`src/rtl/mp3_stream_ctrl.sv`:
```
// mp3_stream_ctrl: VS10xx-class decoder streamer.
// Resets the codec, sends the SCI init sequence, then streams one of N_TRACKS
// tracks from a shared flat ROM over SDI in 32-bit words under DREQ flow
// control. Supports on-the-fly volume writes, pause, optional looping and a
// one-cycle track-done pulse.
//
// Ports:
//   CLK, RST_N            system clock, asynchronous active-low reset
//   track_sel             one-hot track request (lowest set bit wins, 0 = stop)
//   track_base/track_len  packed per-track start address / length in words
//   vol, vol_wr           SCI_VOL value and its one-cycle write strobe
//   pause                 level; blocks the start of new SDI words
//   rom_addr, rom_data    ROM port, 1-cycle read latency
//   MP3_*                 codec pins (DREQ is synchronised internally)
//   busy, track_done      status; state_dbg exposes the FSM state code
module mp3_stream_ctrl #(
    parameter int N_TRACKS = 4,
    parameter int ADDR_W   = 17,
    parameter int CLK_DIV  = 50,
    parameter int RST_HOLD = 16,
    parameter int LOOP     = 0
) (
    input  logic                         CLK,
    input  logic                         RST_N,
    input  logic [N_TRACKS-1:0]          track_sel,
    input  logic [N_TRACKS*ADDR_W-1:0]   track_base,
    input  logic [N_TRACKS*ADDR_W-1:0]   track_len,
    input  logic [15:0]                  vol,
    input  logic                         vol_wr,
    input  logic                         pause,
    output logic [ADDR_W-1:0]            rom_addr,
    input  logic [31:0]                  rom_data,
    output logic                         MP3_RSET,
    output logic                         MP3_CS,
    output logic                         MP3_DCS,
    output logic                         MP3_SCLK,
    output logic                         MP3_MOSI,
    input  logic                         MP3_DREQ,
    output logic                         busy,
    output logic                         track_done,
    output logic [3:0]                   state_dbg
);
    localparam int DIV_W  = $clog2(CLK_DIV + 1);
    localparam int HOLD_W = $clog2(RST_HOLD + 1);
    localparam int K_W    = (N_TRACKS > 1) ? $clog2(N_TRACKS) : 1;

    localparam logic [3:0] S_HOLD   = 4'd0;
    localparam logic [3:0] S_WAKE   = 4'd1;
    localparam logic [3:0] S_INIT   = 4'd2;
    localparam logic [3:0] S_IDLE   = 4'd3;
    localparam logic [3:0] S_FETCH  = 4'd4;
    localparam logic [3:0] S_WAITQ  = 4'd5;
    localparam logic [3:0] S_SEND   = 4'd6;
    localparam logic [3:0] S_VOLCMD = 4'd7;
    localparam logic [3:0] S_END    = 4'd8;

    logic [3:0]          state_q, state_d, ret_q, ret_d;
    logic [K_W-1:0]      k_q, k_d, pick;
    logic [N_TRACKS-1:0] sel_q, sel_d;
    logic [ADDR_W-1:0]   pos_q, pos_d, addr_q, addr_d;
    logic [31:0]         word_q, word_d, init_word;
    logic                fcnt_q, fcnt_d;
    logic [HOLD_W-1:0]   hold_q, hold_d;
    logic [1:0]          init_q, init_d;
    logic                armed_q, armed_d;
    logic [15:0]         vol_q;
    logic                pend_q, pend_clr;
    logic [DIV_W-1:0]    div_q;
    logic                tick;
    logic                dreq_s1_q, dreq_s2_q;
    logic [ADDR_W-1:0]   base_a [N_TRACKS];
    logic [ADDR_W-1:0]   len_a  [N_TRACKS];

    // Serial engine. Handshake: the FSM may raise sh_start (with sh_data and
    // sh_sdi) only while sh_on_q is low; the engine takes the word on that
    // cycle and raises sh_done for exactly one cycle, the same cycle its chip
    // select returns high. No back-pressure beyond sh_on_q.
    logic                sh_start, sh_sdi, sh_done;
    logic [31:0]         sh_data;
    logic                sh_on_q, sh_sdi_q;
    logic [6:0]          sh_cnt_q;
    logic [31:0]         sr_q;
    logic                cs_q, dcs_q, sclk_q, mosi_q;

    assign tick = (div_q == DIV_W'(CLK_DIV - 1));
    // Tick 0 drops the chip select, ticks 1..64 are SCLK edges, tick 65 releases it.
    assign sh_done = sh_on_q && tick && (sh_cnt_q == 7'd65);

    always_comb begin
        for (int i = 0; i < N_TRACKS; i++) begin
            base_a[i] = track_base[i*ADDR_W +: ADDR_W];
            len_a[i]  = track_len[i*ADDR_W +: ADDR_W];
        end
    end

    // Lowest set bit wins: scan downwards so the last hit is the lowest index.
    always_comb begin
        pick = '0;
        for (int i = N_TRACKS - 1; i >= 0; i--) begin
            if (track_sel[i]) pick = K_W'(i);
        end
    end

    always_comb begin
        case (init_q)
            2'd0:    init_word = 32'h0200_0804;
            2'd1:    init_word = 32'h0203_9800;
            2'd2:    init_word = 32'h0202_0055;
            default: init_word = {16'h020B, vol_q};
        endcase
    end

    always_comb begin
        state_d  = state_q;
        ret_d    = ret_q;
        k_d      = k_q;
        sel_d    = sel_q;
        pos_d    = pos_q;
        addr_d   = addr_q;
        word_d   = word_q;
        fcnt_d   = fcnt_q;
        hold_d   = hold_q;
        init_d   = init_q;
        armed_d  = armed_q;
        sh_start = 1'b0;
        sh_sdi   = 1'b0;
        sh_data  = word_q;
        pend_clr = 1'b0;
        // An all-zero request re-arms playback after a non-looping track end.
        if (track_sel == '0) armed_d = 1'b1;
        case (state_q)
            S_HOLD: begin
                if (tick) begin
                    if (hold_q == HOLD_W'(RST_HOLD - 1)) begin
                        hold_d  = '0;
                        state_d = S_WAKE;
                    end else begin
                        hold_d = hold_q + HOLD_W'(1);
                    end
                end
            end
            S_WAKE: if (dreq_s2_q) state_d = S_INIT;
            S_INIT: begin
                if (sh_done) begin
                    init_d = init_q + 2'd1;
                    if (init_q == 2'd3) state_d = S_IDLE;
                end else if (!sh_on_q && dreq_s2_q) begin
                    sh_start = 1'b1;
                    sh_data  = init_word;
                    // The last init word carries the latest volume already.
                    if (init_q == 2'd3) pend_clr = 1'b1;
                end
            end
            S_IDLE: begin
                if (pend_q) begin
                    ret_d    = S_IDLE;
                    state_d  = S_VOLCMD;
                    sh_start = 1'b1;
                    sh_data  = {16'h020B, vol_q};
                    pend_clr = 1'b1;
                end else if (armed_q && (track_sel != '0)) begin
                    k_d   = pick;
                    sel_d = track_sel;
                    pos_d = '0;
                    if (len_a[pick] == '0) begin
                        state_d = S_END;
                    end else begin
                        addr_d  = base_a[pick];
                        fcnt_d  = 1'b0;
                        state_d = S_FETCH;
                    end
                end
            end
            S_FETCH: begin
                // Address was registered on entry; data is valid one cycle later.
                if (fcnt_q) begin
                    word_d  = rom_data;
                    state_d = S_WAITQ;
                end else begin
                    fcnt_d = 1'b1;
                end
            end
            S_WAITQ: begin
                if (track_sel != sel_q) begin
                    state_d = S_IDLE;
                end else if (pend_q) begin
                    ret_d    = S_WAITQ;
                    state_d  = S_VOLCMD;
                    sh_start = 1'b1;
                    sh_data  = {16'h020B, vol_q};
                    pend_clr = 1'b1;
                end else if (!pause && dreq_s2_q) begin
                    state_d  = S_SEND;
                    sh_start = 1'b1;
                    sh_sdi   = 1'b1;
                end
            end
            S_SEND: begin
                if (sh_done) begin
                    pos_d = pos_q + ADDR_W'(1);
                    if (pos_d == len_a[k_q]) begin
                        state_d = S_END;
                    end else begin
                        addr_d  = base_a[k_q] + pos_d;
                        fcnt_d  = 1'b0;
                        state_d = S_FETCH;
                    end
                end
            end
            S_VOLCMD: if (sh_done) state_d = ret_q;
            S_END: begin
                if ((LOOP != 0) && (len_a[k_q] != '0)) begin
                    pos_d   = '0;
                    addr_d  = base_a[k_q];
                    fcnt_d  = 1'b0;
                    state_d = S_FETCH;
                end else begin
                    armed_d = 1'b0;
                    state_d = S_IDLE;
                end
            end
            default: state_d = S_HOLD;
        endcase
    end

    always_ff @(posedge CLK or negedge RST_N) begin
        if (!RST_N) begin
            state_q   <= S_HOLD;
            ret_q     <= S_IDLE;
            k_q       <= '0;
            sel_q     <= '0;
            pos_q     <= '0;
            addr_q    <= '0;
            word_q    <= '0;
            fcnt_q    <= 1'b0;
            hold_q    <= '0;
            init_q    <= '0;
            armed_q   <= 1'b1;
            vol_q     <= 16'h2020;
            pend_q    <= 1'b0;
            div_q     <= '0;
            dreq_s1_q <= 1'b0;
            dreq_s2_q <= 1'b0;
        end else begin
            state_q   <= state_d;
            ret_q     <= ret_d;
            k_q       <= k_d;
            sel_q     <= sel_d;
            pos_q     <= pos_d;
            addr_q    <= addr_d;
            word_q    <= word_d;
            fcnt_q    <= fcnt_d;
            hold_q    <= hold_d;
            init_q    <= init_d;
            armed_q   <= armed_d;
            div_q     <= tick ? '0 : div_q + DIV_W'(1);
            dreq_s1_q <= MP3_DREQ;
            dreq_s2_q <= dreq_s1_q;
            if (vol_wr) vol_q <= vol;
            // A new write request wins over a clear in the same cycle.
            if (vol_wr)        pend_q <= 1'b1;
            else if (pend_clr) pend_q <= 1'b0;
        end
    end

    always_ff @(posedge CLK or negedge RST_N) begin
        if (!RST_N) begin
            sh_on_q  <= 1'b0;
            sh_sdi_q <= 1'b0;
            sh_cnt_q <= '0;
            sr_q     <= '0;
            cs_q     <= 1'b1;
            dcs_q    <= 1'b1;
            sclk_q   <= 1'b0;
            mosi_q   <= 1'b0;
        end else if (sh_start) begin
            sh_on_q  <= 1'b1;
            sh_sdi_q <= sh_sdi;
            sh_cnt_q <= '0;
            sr_q     <= sh_data;
        end else if (sh_on_q && tick) begin
            sh_cnt_q <= sh_cnt_q + 7'd1;
            if (sh_cnt_q == 7'd0) begin
                if (sh_sdi_q) dcs_q <= 1'b0;
                else          cs_q  <= 1'b0;
                mosi_q <= sr_q[31];
            end else if (sh_cnt_q == 7'd65) begin
                cs_q    <= 1'b1;
                dcs_q   <= 1'b1;
                mosi_q  <= 1'b0;
                sh_on_q <= 1'b0;
            end else if (sh_cnt_q[0]) begin
                sclk_q <= 1'b1;
            end else begin
                // Falling edge: present the next bit while SCLK is low.
                sclk_q <= 1'b0;
                mosi_q <= sr_q[30];
                sr_q   <= {sr_q[30:0], 1'b0};
            end
        end
    end

    assign rom_addr   = addr_q;
    assign MP3_RSET   = (state_q != S_HOLD);
    assign MP3_CS     = cs_q;
    assign MP3_DCS    = dcs_q;
    assign MP3_SCLK   = sclk_q;
    assign MP3_MOSI   = mosi_q;
    assign busy       = (state_q != S_IDLE);
    assign track_done = (state_q == S_END);
    assign state_dbg  = state_q;

endmodule

```
`config.mk`:
```
export PLATFORM = sky130hd
export DESIGN_NAME = mp3_stream_ctrl
export DESIGN_NICKNAME = d
export VERILOG_FILES = /design/src/rtl/mp3_stream_ctrl.sv
export SDC_FILE = /design/constraint.sdc
export NUM_CORES = 1
export LEC_CHECK = 0
export BUFFER_PORTS_ARGS = -buffer_cell sky130_fd_sc_hd__buf_4
export CAP_MARGIN = 25
export CORE_ASPECT_RATIO = 0.9
export CORE_UTILIZATION = 60
export DETAILED_ROUTE_END_ITERATION = 8
export PLACE_DENSITY = 0.87
export SLEW_MARGIN = 30
export SYNTH_ARGS = -nofsm -noshare
export SYNTH_HDL_FRONTEND = slang
export SYNTH_SLANG_ARGS = --single-unit
```
`constraint.sdc`:
```
create_clock -name CLK -period 6.72 [get_ports CLK]
set_input_delay 1.344 -clock CLK [delete_from_list [all_inputs] [get_ports CLK]]
set_output_delay 1.344 -clock CLK [all_outputs]
set_load 0.005 [all_outputs]
```
# Word-level counts from Yosys, hierarchy flattened
# Cells that the tools add are included.
totals:
  register_bits: 159
  input_bits: 193
  output_inout_bits: 28
  wordCells: 214
classes:
  addsub: 6
  order_cmp: 2
  eq_ne: 40
  muxes: 99
  n_bitwise: 6
  n_reduce_logical: 37
ops:
  columns: ["op", "count"]
  rows:
  - ["32-bit two-way mux", 9]
  - ["17-bit two-way mux", 16]
  - ["17-bit binary-select mux with 2-bit select", 4]
  - ["32-bit case mux with 3 select lines", 1]
  - ["4-bit two-way mux", 18]
  - ["17-bit case mux with 2 select lines", 2]
  - ["20-bit case mux with 3 select lines", 1]
  - ["2-bit inequality test, second input constant", 20]
  - ["4-bit case mux with 9 select lines", 1]
  - ["1-bit two-way mux", 35]
  - ["4-bit AND reduction", 6]
  - ["17-bit by 1-bit adder with 17-bit output, second input constant", 1]
  - ["17-bit adder", 1]
  - ["17-bit == test", 1]
  - ["17-bit zero test", 1]
  - ["4-bit by 3-bit == test with 1-bit output, second input constant", 4]
  - ["7-bit two-way mux", 2]
  - ["2-bit nonzero test", 7]
  - ["6-bit AND reduction", 2]
  - ["10-bit AND reduction", 1]
  - ["1-bit case mux with 3 select lines", 3]
  - ["3-bit AND reduction", 3]
  - ["4-bit by 2-bit == test with 1-bit output, second input constant", 2]
  - ["4-bit zero test", 2]
  - ["30 further kinds", 47]

# Longest topological paths before layout
# Gate-level depths: netlist of the first run.
depth:
  depth_word: 13
  depth_mapped: 13
  depth_no_buf: 13

# Least setup slack after synthesis of the first run
# No wires, ideal clock.
synth_timing:
  path_type: "input port to flip-flop"
  start: "input track_base[55]"
  end: "register addr_q[15], in the netlist rom_addr[15]"
  setup_ns: 0.125
  t_arrival_ns: 3.811
  required_time_ns: 6.595
  setup_slack_ns: 2.784
  cell_stages: 10
  n_path_buf: 0
  cell_sequence: "mux4_2 -> ha_1 -> a2111oi_0 -> o21ai_0 -> a41oi_1 -> a21oi_1 -> a31oi_1 -> xor2_1 -> o21ai_0 -> mux2_4"
synth_via:
  elab_chain_len: 7
synth_lines:
  columns: ["element", "line_no", "rtl"]
  rows:
  - ["from (decl)", "26", "input logic [N_TRACKS*ADDR_W-1:0] track_base,"]
  - ["17-bit binary-select mux with 2-bit select", "204", "addr_d = base_a[k_q] + pos_d;"]
  - ["17-bit two-way mux (implied by the code) (2 in a row)", "204", null]
  - ["17-bit adder", "204", null]
  - ["17-bit two-way mux", "201", "if (pos_d == len_a[k_q]) begin"]
  - ["17-bit two-way mux", "199", "if (sh_done) begin"]
  - ["17-bit case mux with 2 select lines", "131", "case (state_q)"]
  - ["to (signal assigned)", "250", "addr_q <= addr_d;"]
  - ["to (decl)", "60", "logic [ADDR_W-1:0] pos_q, pos_d, addr_q, addr_d;"]
# No other way between the ends. The select of a mux whose other input is x is not followed.
# A chain may end at the register's enable or synchronous reset.

# Worst setup path after layout of the first run
# Same ends and word-level chain as after synthesis.

==> metrics.txt, run 1 <==
Pre-Repair DR Iteration Count 7; vias in the first global route 8,575; Yosys cell types 69; fraction of layout instances using a drive strength above 1 0.364; clock tree root buffer cell clkbuf_16; hold_ws 0.343 ns; Worst Max-Slew Pin Slew 0.850 ns; CP Max Fanout 5; fin crit share 0.594; Iter 0 DRT Violations slightly above 700; Peak VDD IR 0.209 mV; vias per cell 6.30; number of antenna violations at the first check in global routing 0; area grow syn2layout 23.6%; Gate power share 0.106; Post-synth ARST share 1.00; worst min path class register to register; Net Sw Frac 0.240; io pins about 220; gpl congestion just over 0.9; Place WS 2.32 ns; final worst slack 2.73 ns; GR peak layer met2; critical path class input port to register; Leak 5.51 nW; die area between 0.015 and 0.02 sq mm; Gates resized, CTS repair 0; CTS tree yes; met3 Use GR 0.0720; average size of a mapped cell 10.7 sq um; failing checks design-rule violations; Post-Syn Nets 1,161; Net Sw Power 0.000538 W; fmax 0.251 GHz; Max-slew headroom 0.429; max-slew violations 0; Worst Skew between 0.008 and 0.009 ns; post-CTS setup repair buffer count 0; Num CTS Buffers 17; GR Layer Usage met2 0.518; via count 8,534; y dimension of the die 125 um; CTS Hold Bufs 0; Rows 44; Fill cells 1,116; Reg clk slew, reported paths 0.07 ns; Max-cap violations 0; sequential share of power 0.436; Arrival @ worst endpoint roughly 4.3 ns; Final HPWL DP 19,300 um; P per Cell Area 180 mW/mm^2; Mapped Cells 940; Ys Warns 0; Final Hold Fails 0; outcome finished, violations left; Total Routed Length 26,900 um; RSZ-0062 raised after global routing false; Crit. End Element register; Worst Setup Start Kind input port; GRT overflow 0; DRT antenna net count 0; EDFF count, synth 0; worst-skew pair later-pin latency 0.43 ns; Total Power around 0.0022 W; TNS Setup 0 ns; clk sinks about 160; Nets 1,355; Clk pwr share 0.458; minimum clock period 3.99 ns; DIE WIDTH 139 um; DRC 10; CTS Buffer Depth 2; ys flop type dfrtp_1; FF+latch count, synth between 150 and 200; met1 Use GR 0.436; CTS HTree Levels 4; core area 0.0163 sq mm; register area share after synthesis 0.390; largest net degree at the start of global routing 99; Final setup violation count 0; Cell Area, Synth 0.0101 sq mm; wire per inst 19.9 um; GRT Total Usage 0.322; Ant. Diodes 0; Int Pwr 0.00171 W; Starting Density 0.619; # port buffers 220; first-pass GRT wire length 43,600 um; Crit path required time 7.04 ns
## state kept, by name (all words and copies together) (netlist names), 2 cells and up
signal / count
sr_q: 32
word_q: 32
pos_q: 17
rom_addr: 17
vol_q: 16
sh_cnt_q: 7
div_q: 6
hold_q: 5
sel_q: 4
state_dbg: 4
init_q: 2
k_q: 2
ret_q: 2
## worst max-delay path, cell delays in order
cell and delay (ns):
buf_4 0.11, mux4_2 0.47, ha_1 0.38, a2111oi_0 0.51
o21ai_0 0.24, a41oi_1 0.32, a21oi_1 0.16, a31oi_1 0.23
xor2_1 0.17, o21ai_0 0.09, mux2_4 0.28
## power groups by stage
stage	Sequential, W	Combinational [W]	Clock (W)
3_3_place_gp	0.000994	0.000230	0
4_1_cts	0.000978	0.000239	0.00103
5_1_grt	0.000980	0.000259	0.00108
3_5_place_dp	0.000995	0.000238	0
6_report	0.000978	0.000238	0.00103
2_1_floorplan	0.000991	0.000101	0
## area by class of cell
cell class                      instances  area [sq um]  share of cell area
Clock buffer                           17           425              0.0341
Multi-Input combinational cell        714          5880               0.471
Timing Repair Buffer                  229          1730               0.138
Tap cell                              207           259              0.0208
Sequential cell                       157          3940               0.316
Clock inverter                         15           195              0.0156
Inverter                               15          56.3             0.00451
## per-stage QoR
step / std cells / util / area (sq um)
2_1_floorplan: 940 / - / 10100
3_3_place_gp: 1322 / 0.727 / 11800
3_5_place_dp: 1322 / 0.727 / 11800
4_1_cts: 1354 / 0.765 / 12500
5_1_grt: 1354 / 0.766 / 12500
6_report: 1354 / 0.766 / 12500
## cells by family (layout without fill, tap and decap cells)
kind of cell / Yosys count / after routing / synth area share
simple gates: 319 / 319 / 0.159
compound gates: 163 / 163 / 0.100
flops: 157 / 157 / 0.390
xor+xnor: 66 / 66 / 0.0725
buf+inv: 69 / 276 / 0.0299
mux: 138 / 138 / 0.213
fa+ha+maj: 28 / 28 / 0.0354
## final timing paths
check	cells past startpoint	start	slack (ns)	end
min	0	dreq_s1_q	0.34	dreq_s2_q
max in group asynchronous	2	RST_N	4.45	sr_q[31]
max reg2reg	13	pos_q[0]	2.82	rom_addr[15]
max	11	track_base[55]	2.73	rom_addr[15]
min in group asynchronous	1	RST_N	0.97	pos_q[12]
min reg2reg	0	dreq_s1_q	0.34	dreq_s2_q
## synth_stat cells (11+ instances only)
master | n | area (sq um)
nand4_1 | 11 | 68.8
mux2_2 | 65 | 732
o21ai_0 | 57 | 285
nor2_1 | 39 | 146
clkbuf_1 | 35 | 131
nor3_1 | 20 | 100
mux4_2 | 51 | 1150
dfrtp_1 | 151 | 3780
a221oi_1 | 13 | 114
mux2i_1 | 13 | 130
nand2_1 | 125 | 469
xor2_1 | 27 | 236
ha_1 | 27 | 338
a31oi_1 | 20 | 125
and3_1 | 11 | 68.8
xnor2_1 | 28 | 245
inv_1 | 14 | 52.6
a21oi_1 | 32 | 160
nand3_1 | 52 | 260
nor4_1 | 15 | 93.8
## cell usage in the layout, fill, tap and decap left out, drive strengths merged, types with 5 or more instances in the layout
cell type | synthesis | routed
a211oi | 5 | 5
a21o | 7 | 7
a21oi | 32 | 32
a221oi | 13 | 13
a31oi | 20 | 20
and2 | 5 | 5
and3 | 11 | 11
buf | 19 | 228
clkbuf | 35 | 18
dfrtp | 151 | 151
dfstp | 6 | 6
ha | 27 | 27
inv | 14 | 23
mux2 | 74 | 74
mux2i | 13 | 13
mux4 | 51 | 51
nand2 | 127 | 127
nand3 | 54 | 54
nand4 | 12 | 12
nor2 | 40 | 40
nor2b | 8 | 8
nor3 | 22 | 22
nor4 | 19 | 19
o21ai | 59 | 59
or4 | 6 | 6
xnor2 | 28 | 28
xnor3 | 9 | 9
xor2 | 27 | 27
## metal layers
metal | vias to the layer above | wire [um]
met1 | 4224 | 10900
met3 | 49 | 2390
met5 | - | 0
li1 | 3874 | -
met2 | 387 | 13000
met4 | 0 | 572
No activity file was read; power rests on OpenSTA's default activity.
==> inputs of run 2 (changes only) <==
--- a/config.mk
+++ b/config.mk
@@ -8,9 +8,9 @@
 export BUFFER_PORTS_ARGS = -buffer_cell sky130_fd_sc_hd__buf_4
 export CAP_MARGIN = 25
 export CORE_ASPECT_RATIO = 0.9
-export CORE_UTILIZATION = 60
+export CORE_UTILIZATION = 56
 export DETAILED_ROUTE_END_ITERATION = 8
-export PLACE_DENSITY = 0.87
+export PLACE_DENSITY = 0.82
 export SLEW_MARGIN = 30
 export SYNTH_ARGS = -nofsm -noshare
 export SYNTH_HDL_FRONTEND = slang
==> constraint.sdc (replaced) <==
create_clock -name CLK -period 3.8 [get_ports CLK]
set_input_delay 0.76 -clock CLK [delete_from_list [all_inputs] [get_ports CLK]]
set_output_delay 0.76 -clock CLK [all_outputs]
set_load 0.005 [all_outputs]
==> metrics.txt, run 2 (synthesis gave the netlist of run 1 again) <==
outcome completed; clock tree root buffer cell clkbuf_16; Worst Max-Slew Pin Slew 0.926 ns; CTS Buffer Depth 2; TNS Setup 0 ns; Final HPWL DP 20,000 um; vias in the first global route about 8,500; Worst Skew 0.00972 ns; Gate power share 0.108; clk sinks 157; die area 0.0186 sq mm; most common cell after layout, fill and taps aside buf_4; Ant. Diodes 0; wire per inst 19.4 um; io pins 221; Starting Density 0.573; # port buffers 220; Iter 0 DRT Violations 458; first-pass GRT wire length 43,300 um; Max-cap violations 0; Nets approximately 1,400; most frequent cells in the layout 239 x buf_4, 150 x dfrtp_1, 125 x nand2_1; Peak VDD IR 0.358 mV; Clk pwr share 0.453; CTS tree yes; max-slew violations 0; Int Pwr 0.00298 W; CP Max Fanout 8; Arrival @ worst endpoint just under 4 ns; CTS HTree Levels 4; Net Sw Power 0.000961 W; critical path class register to register; Worst R2R Start pos_q[2]; fraction of layout instances using a drive strength above 1 0.372; gpl congestion about 0.92; core area ~0.018 sq mm; post-CTS setup repair buffer count 0; largest net degree at the start of global routing 122; hold_ws around 0.22 ns; via count 8,501; worst min path class input port to asynchronous set/reset pin; GRT overflow 0; Final setup violation count 0; reg2reg setup slack 0.26 ns; DRT antenna net count 0; Worst Setup Start Kind register; DRC 0; Gates resized, CTS repair 1; Max-slew headroom 0.381; number of antenna violations at the first check in global routing 0; Total Routed Length 27,200 um; Crit. End Element register; fin crit share 0.931; DIE WIDTH 144 um; Crit path required time ~4 ns; sequential share of power 0.439; top flop regs sr_q x32, word_q x32; Leak ~5.6 nW; CTS Hold Bufs 0; worst reg-to-reg path cell count 12; RSZ-0062 raised after global routing false; worst-skew pair later-pin latency between 0.4 and 0.5 ns; Net Sw Frac 0.244; vias per cell 6.07; Reg clk slew, reported paths 0.07 ns; minimum clock period 3.54 ns; fmax about 0.28 GHz; P per Cell Area 311 mW/mm^2; Rows 46; GRT Total Usage 0.304; Num CTS Buffers 17; y dimension of the die 129 um; area grow syn2layout 25.4%; FF-to-FF End rom_addr[14]; Fill cells 1,326; Total Power 0.00394 W; Final Hold Fails 0; Pre-Repair DR Iteration Count 5
-- run 2: worst max-delay path, stage by stage, from the launching register on --
cell and delay (ns):
dfrtp_1 0.47, nand3_2 0.28, nor4_4 0.40, xor2_1 0.39
ha_1 0.37, a21o_1 0.20, a21o_1 0.17, a22o_1 0.23
a21oi_1 0.19, nor2b_1 0.19, xor2_1 0.14, o21ai_0 0.09
mux2_4 0.30
-- run 2: worst max path at each step --
stage | depth (start not counted) | to | from
floorplan | 13 | rom_addr[12] | k_q[0]
global placement | 11 | rom_addr[15] | track_base[55]
detailed placement | 11 | rom_addr[15] | track_base[55]
CTS | 11 | rom_addr[15] | k_q[0]
global route | 12 | rom_addr[14] | pos_q[2]
finish | 12 | rom_addr[14] | pos_q[2]
-- run 2: layer usage --
metal	up-vias	GRT usage	wire [um]
met5	-	0	0
met4	0	0.119	658
met3	56	0.0565	1930
met2	330	0.486	12900
met1	4216	0.413	11700
li1	3899	-	-
-- run 2: stage by stage --
step	utilization	area (sq um)	worst slack [ns]	cells
global route	0.719	12700	0.0511	1400
CTS	0.717	12600	0.121	1400
floorplan	-	10100	0.148	940
finish	0.719	12700	0.261	1400
detailed placement	0.682	12000	-0.0395	1368
global placement	0.682	12000	0.0634	1368
-- run 2: cell type report --
class / count / area (sq um) / area share
tap: 240 / 300 / 0.0237
timing repair buffer: 242 / 1850 / 0.146
multi-input combinational: 714 / 5900 / 0.466
inverter: 15 / 56.3 / 0.00445
sequential: 157 / 3940 / 0.311
clock inverter: 14 / 173 / 0.0136
clock buffer: 18 / 439 / 0.0347
-- run 2: power groups by stage --
stage / logic, W / registers, W / clock network [W]
final: 0.000424 / 0.00173 / 0.00178
after floorplan: 0.000179 / 0.00175 / 0
after global routing: 0.000460 / 0.00173 / 0.00187
after detailed placement: 0.000424 / 0.00176 / 0
after CTS: 0.000425 / 0.00173 / 0.00180
after global placement: 0.000411 / 0.00176 / 0
